[config.mk]
export PLATFORM = sky130hd
export DESIGN_NAME = oran_tod_counter_mc
export DESIGN_NICKNAME = d
export VERILOG_FILES = /design/src/rtl/oran_tod_pkg.sv /design/src/rtl/oran_tod_ch_offset.sv /design/src/rtl/oran_tod_counter_mc.sv
export SDC_FILE = /design/constraint.sdc
export NUM_CORES = 1
export LEC_CHECK = 0
export ABC_AREA = 1
export BUFFER_PORTS_ARGS = -buffer_cell sky130_fd_sc_hd__buf_2
export CAP_MARGIN = 20
export CORE_MARGIN = 2
export CORE_UTILIZATION = 52
export DETAILED_ROUTE_END_ITERATION = 7
export PLACE_DENSITY = 0.77
export SLEW_MARGIN = 40
export SYNTH_ARGS = -nofsm -noshare
export SYNTH_HDL_FRONTEND = slang
export SYNTH_SLANG_ARGS = --single-unit
[constraint.sdc]
create_clock -name clk_tod -period 5.5 [get_ports clk_tod]
set_clock_uncertainty 0.15 [all_clocks]
set_input_delay 1.1 -clock clk_tod [delete_from_list [all_inputs] [get_ports clk_tod]]
set_output_delay 1.1 -clock clk_tod [all_outputs]
set_load 0.01 [all_outputs]
[src/rtl/oran_tod_pkg.sv]
`default_nettype none
// ----------------------------------------------------------------------------
// oran_tod_pkg : shared ToD types, constants and the ns-with-wrap helper
// Revision     : 1.0
// ----------------------------------------------------------------------------
package oran_tod_pkg;

  localparam logic [31:0] NS_PER_SEC = 32'd1_000_000_000;

  typedef struct packed {
    logic [47:0] sec;
    logic [31:0] ns;
    logic [15:0] fns;
  } tod96_t;

  typedef enum logic [0:0] {
    ST_IDLE   = 1'b0,
    ST_ADJUST = 1'b1
  } adj_state_e;

  // Both operands are below one second, so at most a single wrap can occur.
  function automatic tod96_t tod_add_ns(input tod96_t t, input logic [31:0] add_ns);
    tod96_t      r;
    logic [32:0] sum;
    r   = t;
    sum = {1'b0, t.ns} + {1'b0, add_ns};
    if (sum >= {1'b0, NS_PER_SEC}) begin
      sum   = sum - {1'b0, NS_PER_SEC};
      r.sec = t.sec + 48'd1;
    end
    r.ns = sum[31:0];
    return r;
  endfunction

endpackage
`default_nettype wire

[src/rtl/oran_tod_ch_offset.sv]
`default_nettype none
// ----------------------------------------------------------------------------
// oran_tod_ch_offset : two-stage per-channel ns offset pipe (add+wrap, output)
// Revision           : 1.0
// ----------------------------------------------------------------------------
module oran_tod_ch_offset
  import oran_tod_pkg::*;
(
  input  logic        clk,
  input  logic        rst_n,
  input  tod96_t      core_tod,
  input  logic        core_locked,
  input  logic [31:0] offset_ns,
  output tod96_t      tod_out,
  output logic        tod_valid
);

  tod96_t s1_d;
  tod96_t s1_q;
  tod96_t s2_q;
  logic   v1_q;
  logic   v2_q;

  always_comb begin
    s1_d = tod_add_ns(core_tod, offset_ns);
  end

  always_ff @(posedge clk or negedge rst_n) begin
    if (!rst_n) begin
      s1_q <= '0;
      v1_q <= 1'b0;
      s2_q <= '0;
      v2_q <= 1'b0;
    end else begin
      s1_q <= s1_d;
      v1_q <= core_locked;
      s2_q <= s1_q;
      v2_q <= v1_q;
    end
  end

  assign tod_out   = s2_q;
  assign tod_valid = v2_q;

endmodule
`default_nettype wire

[src/rtl/oran_tod_counter_mc.sv]
`default_nettype none
// ----------------------------------------------------------------------------
// oran_tod_counter_mc : multi-channel 96b ToD counter with adjust window and 1PPS
// Revision            : 1.0
// ----------------------------------------------------------------------------
module oran_tod_counter_mc
  import oran_tod_pkg::*;
#(
  parameter int          NUM_CH        = 2,
  parameter int          PPS_WIDTH_CYC = 10,
  parameter logic [31:0] DEF_PERIOD    = 32'h0004_0000
) (
  input  logic                  clk_tod,
  input  logic                  rst_tod_n,
  input  logic [95:0]           ptp_seconds_data,
  input  logic                  ptp_load_valid,
  input  logic [31:0]           cfg_period,
  input  logic                  adj_valid,
  input  logic [31:0]           adj_period,
  input  logic [15:0]           adj_count,
  input  logic [32*NUM_CH-1:0]  ch_offset,
  output logic [96*NUM_CH-1:0]  oran_tod_time_of_day_96b_data,
  output logic [NUM_CH-1:0]     oran_tod_time_of_day_96b_valid,
  output logic                  adj_busy,
  output logic                  load_err,
  output logic                  pps_out
);

  localparam int              PPS_CW     = $clog2(PPS_WIDTH_CYC + 1);
  localparam logic [PPS_CW-1:0] PPS_RELOAD = PPS_CW'(PPS_WIDTH_CYC);

  tod96_t            tod_core_q, tod_core_d;
  logic              tod_locked_q, tod_locked_d;
  adj_state_e        state_q, state_d;
  logic [15:0]       cnt_q, cnt_d;
  logic [31:0]       adj_period_q, adj_period_d;
  logic [31:0]       cfg_period_q;
  logic              load_err_q, load_err_d;
  logic              wrap_q, wrap_d;
  logic [PPS_CW-1:0] pps_cnt_q, pps_cnt_d;
  logic              pps_q, pps_d;

  tod96_t            load_val;
  logic              load_ok;
  logic [31:0]       period_sel;
  logic [16:0]       fns_sum;
  logic [31:0]       step_ns;
  tod96_t            tod_inc;

  always_comb begin
    load_val   = tod96_t'(ptp_seconds_data);
    load_ok    = ptp_load_valid && (load_val.ns < NS_PER_SEC);
    period_sel = (state_q == ST_ADJUST) ? adj_period_q : cfg_period_q;

    // Fractional carry folds into the ns step before the second-wrap check.
    fns_sum     = {1'b0, tod_core_q.fns} + {1'b0, period_sel[15:0]};
    step_ns     = {16'h0000, period_sel[31:16]} + {31'h0, fns_sum[16]};
    tod_inc     = tod_add_ns(tod_core_q, step_ns);
    tod_inc.fns = fns_sum[15:0];

    tod_core_d   = load_ok ? load_val : tod_inc;
    tod_locked_d = tod_locked_q | load_ok;
    load_err_d   = ptp_load_valid && !load_ok;
    wrap_d       = !load_ok && tod_locked_q && (tod_inc.sec != tod_core_q.sec);
  end

  always_comb begin
    state_d      = state_q;
    cnt_d        = cnt_q;
    adj_period_d = adj_period_q;
    if (load_ok) begin
      state_d = ST_IDLE;
      cnt_d   = 16'd0;
    end else if (adj_valid && (adj_count != 16'd0)) begin
      state_d      = ST_ADJUST;
      cnt_d        = adj_count;
      adj_period_d = adj_period;
    end else if (state_q == ST_ADJUST) begin
      if (cnt_q == 16'd1) begin
        state_d = ST_IDLE;
        cnt_d   = 16'd0;
      end else begin
        cnt_d = cnt_q - 16'd1;
      end
    end
  end

  always_comb begin
    if (wrap_q) begin
      pps_cnt_d = PPS_RELOAD;
    end else if (pps_cnt_q != '0) begin
      pps_cnt_d = pps_cnt_q - 1'b1;
    end else begin
      pps_cnt_d = '0;
    end
    pps_d = (pps_cnt_d != '0);
  end

  always_ff @(posedge clk_tod or negedge rst_tod_n) begin
    if (!rst_tod_n) begin
      tod_core_q   <= '0;
      tod_locked_q <= 1'b0;
      state_q      <= ST_IDLE;
      cnt_q        <= 16'd0;
      adj_period_q <= 32'd0;
      cfg_period_q <= DEF_PERIOD;
      load_err_q   <= 1'b0;
      wrap_q       <= 1'b0;
      pps_cnt_q    <= '0;
      pps_q        <= 1'b0;
    end else begin
      tod_core_q   <= tod_core_d;
      tod_locked_q <= tod_locked_d;
      state_q      <= state_d;
      cnt_q        <= cnt_d;
      adj_period_q <= adj_period_d;
      cfg_period_q <= cfg_period;
      load_err_q   <= load_err_d;
      wrap_q       <= wrap_d;
      pps_cnt_q    <= pps_cnt_d;
      pps_q        <= pps_d;
    end
  end

  assign adj_busy = (state_q == ST_ADJUST);
  assign load_err = load_err_q;
  assign pps_out  = pps_q;

  for (genvar i = 0; i < NUM_CH; i++) begin : g_ch
    tod96_t ch_tod;

    oran_tod_ch_offset u_ch_offset (
      .clk         (clk_tod),
      .rst_n       (rst_tod_n),
      .core_tod    (tod_core_q),
      .core_locked (tod_locked_q),
      .offset_ns   (ch_offset[32*i +: 32]),
      .tod_out     (ch_tod),
      .tod_valid   (oran_tod_time_of_day_96b_valid[i])
    );

    assign oran_tod_time_of_day_96b_data[96*i +: 96] = ch_tod;
  end

endmodule
`default_nettype wire

==> impl_metrics.py <==
metrics = {
    "power_and_ir_drop": {
        "p_per_area_nw_per_um2": 690,
        "leakage_nw": 19.2,
        "finalPower_w": 0.0249,
        "ir_worst_vdd_v": 0.000357,
    },
    "setup_path": {
        "cp_slowest_stage_delay_ns": 0.44,
        "crit_slowest_cell": "fa_2",
        "crit_top_cell": "nand2_1",
        "cp-start-kind": "register",
        "crit_path_max_fanout": 7,
        "critPathKind": "register to register",
        "worstPathArrival_ns": 5.79,
        "critical_path.endpoint_type": "register",
        "cp.required_ns": 5.91,
    },
    "synth": {
        "ys_warn_count": 0,
        "syn_area_um2": 29700,
        "synth_area_leader_cell": "dfrtp_1",
        "syn_inst": 3987,
        "synth_cell_types": 52,
        "synth_common_cells": "nand2_1, dfrtp_1, inv_1",
        "synth-async-reset-ratio_pct": 100,
        "ys_seq_area_share_pct": 45.4,
        "syn_area_per_cell_um2": 7.45,
        "yosys_register_bits": 539,
        "synth_flop_cell": "dfrtp_1",
        "synth_most_common_cell": "nand2_1",
        "yosys-top-cells-area": "dfrtp_1, nand2_1, inv_1",
        "synth_edf_count": 0,
        "syn_nets": 4337,
        "synth_top_area_share_pct": 45.3,
    },
    "floorplan": {
        "die-area_um2": 59100,
        "num_io_pins": 441,
        "die_y_um": 243,
        "initial_core_util_pct": 52.7,
        "die_w_um": 243,
        "rows": 87,
        "core_area_um2": 56400,
    },
    "clocking": {
        "cts_hold_buffers": 0,
        "clk-insertion-delay-late_ns": 0.62,
        "root_buffer": "clkbuf_16",
        "clkTransAtPathRegs_ns": 0.06,
        "cts_max_level": 2,
        "cts-buffers-inserted": 55,
        "cts_sinks": 539,
        "cts_buffer_depth": 3,
        "cts_tree": "done",
    },
    "global_route": {
        "first_global_vias": 26800,
        "grt_max_degree": 124,
        "grt_usage_pct": 30.9,
        "grt-ovfl-total": 0,
        "antenna_found_initial": 21,
        "grt_pass1_wl_um": 144000,
    },
    "detailed_routing": {
        "firstDrtPassIters": 7,
        "wl_per_cell_um": 17.7,
        "vias": 28600,
        "vias_per_cell": 5.39,
        "finalWirelength_um": 94200,
        "drc": 0,
        "ant_nets": 0,
        "drt_iter0_drc": 2682,
    },
    "placed_design": {
        "globalplace.congestion": 1.01,
        "io_buffers": 440,
        "hpwl_um": 70500,
        "dp_slack_ns": -0.0632,
    },
    "flow_run": {
        "cap_violations": 0,
    },
    "timing": {
        "finalCritPeriodShare_pct": 97.9,
        "fmax_mhz": 186,
        "maxSlewViolCount": 0,
        "rsz0062_at_grt": "yes",
        "finalSetupTns_ns": 0,
        "setup_ws_ns": 0.116,
        "setup_viol": 0,
        "period_minus_slack_ns": 5.38,
        "worstMarginPinSlew_ns": 0.806,
        "slew_headroom_pct": 46.3,
        "finalHoldViolCount": 0,
    },
    "run_status": {
        "status": "completed",
    },
    "hold_path": {
        "hold_class": "register to register",
    },
    "layout": {
        "drive_above_1_share_pct": 18.7,
        "syn2layout_area_growth_pct": 21.3,
        "final_util_pct": 63.9,
        "fillCellCount": 5000,
        "layout.nets": 4850,
    },
}
power by group:
group          switching (W)  leakage, nW  internal [W]
sequential           0.00117         6.32       0.00585
combinational        0.00898         11.9       0.00495
clock                0.00161        0.944       0.00228
flip-flops by register name (all words and copies together), names as in the netlist, 4 cells and up:
| register | cells |
|---|---|
| g_ch.u_ch_offset.s1_q | 176 |
| g_ch.u_ch_offset.tod_out | 176 |
| tod_core_q | 96 |
| adj_period_q | 32 |
| cfg_period_q | 32 |
| cnt_q | 16 |
| pps_cnt_q | 4 |
metal layers:
layer	vias up	share of wire, %	track usage [%]
li1	13800	-	-
met1	13400	42	43.0
met2	1245	46	49.6
met3	220	8.5	5.23
met4	20	3.2	9.27
met5	-	0.12	0
cell usage in the layout, fill, tap and decap left out, types with 6 or more instances in the layout:
master     Yosys  routed
inv_1        433     428
nand3b_1      17      17
clkbuf_16      0      62
nand2_2       12      64
o21ai_1       31      31
a21oi_1      112     110
o21bai_1       6       6
buf_6         13      13
inv_2         25      29
and2_1         7       7
xnor2_1       24      23
nor3_1        52      51
clkbuf_1      52       7
ha_1         101      96
nand2_4        0       7
nor2_4         2       7
dfrtp_1      538     538
nor4_1        22      22
buf_12         0      15
buf_2         14     439
clkbuf_8       0      12
buf_4         25      87
nand3_2        3      20
clkinv_2       0       7
diode_2        0      11
or2_2          6       6
nand4_1      109     109
nand3_1      298     277
xor2_1        76      73
nor2_2        18      24
nand3_4        2       8
nand2_1     1480    1421
nor2_1       267     256
o21ai_0      186     184
critical path, delay by kind of cell, from the launching register on:
| family | cells | cell delay, ns |
|---|---|---|
| compound gates | 6 | 0.88 |
| fa+ha+maj | 3 | 0.86 |
| flops | 1 | 0.43 |
| simple gates | 21 | 2.17 |
| xor+xnor | 1 | 0.17 |
| buf+inv | 5 | 0.65 |
per-stage QoR:
stage | area [um2] | instances | hold WS, ns
final | 36000 | 5311 | 0.193
after global routing | 36000 | 5310 | 0.197
after CTS | 35200 | 5278 | 0.193
after detailed placement | 33300 | 5177 | 0.185
after global placement | 33200 | 5176 | 0.181
after floorplan | 29700 | 3987 | 0.181
layout make-up:
cell class | instances | area, um2 | share of cell area, %
Tap cell | 756 | 946 | 2.63
Antenna cell | 11 | 27.5 | 0.0764
Inverter | 462 | 1740 | 4.82
Timing Repair Buffer | 562 | 3490 | 9.69
Clock buffer | 75 | 1590 | 4.42
Multi-Input combinational cell | 2880 | 14400 | 40.0
Sequential cell | 539 | 13500 | 37.4
Clock inverter | 26 | 329 | 0.913
final timing paths:
kind / from / end / slack (ns) / cells after the start
max: adj_busy$_DFF_PN0_ / tod_core_q[40]$_DFF_PN0_ / 0.12 / 36
min: g_ch[1].u_ch_offset.s1_q[85]$_DFF_PN0_ / g_ch[1].u_ch_offset.tod_out[85]$_DFF_PN0_ / 0.19 / 0
max reg2reg: adj_busy$_DFF_PN0_ / tod_core_q[40]$_DFF_PN0_ / 0.12 / 36
min reg2reg: g_ch[1].u_ch_offset.s1_q[85]$_DFF_PN0_ / g_ch[1].u_ch_offset.tod_out[85]$_DFF_PN0_ / 0.19 / 0
max in group asynchronous: rst_tod_n / tod_core_q[54]$_DFF_PN0_ / 3.64 / 3
min in group asynchronous: rst_tod_n / tod_core_q[36]$_DFF_PN0_ / 0.23 / 1
cells by family (layout without fill, tap and decap cells):
logic type | Yosys count | in the layout | share of synthesized area [%]
simple gates | 2311 | 2313 | 32.8
buf+inv | 570 | 1125 | 7.90
flops | 539 | 539 | 45.4
compound gates | 360 | 360 | 6.32
fa+ha+maj | 106 | 106 | 4.59
xor+xnor | 100 | 100 | 2.95
mux | 1 | 1 | 0.0337
other cells | 0 | 11 | 0
repair_timing:
| item | in CTS | in global routing |
|---|---|---|
| setup buffers | 0 | 12 |
| hold endpoints to repair | 0 | 0 |
| resized for setup | 3 | 137 |
| setup endpoints to repair | 70 | 72 |
| gates cloned | 0 | 10 |
| pin swaps | 1 | 52 |
No activity file was read; power rests on OpenSTA's default activity.
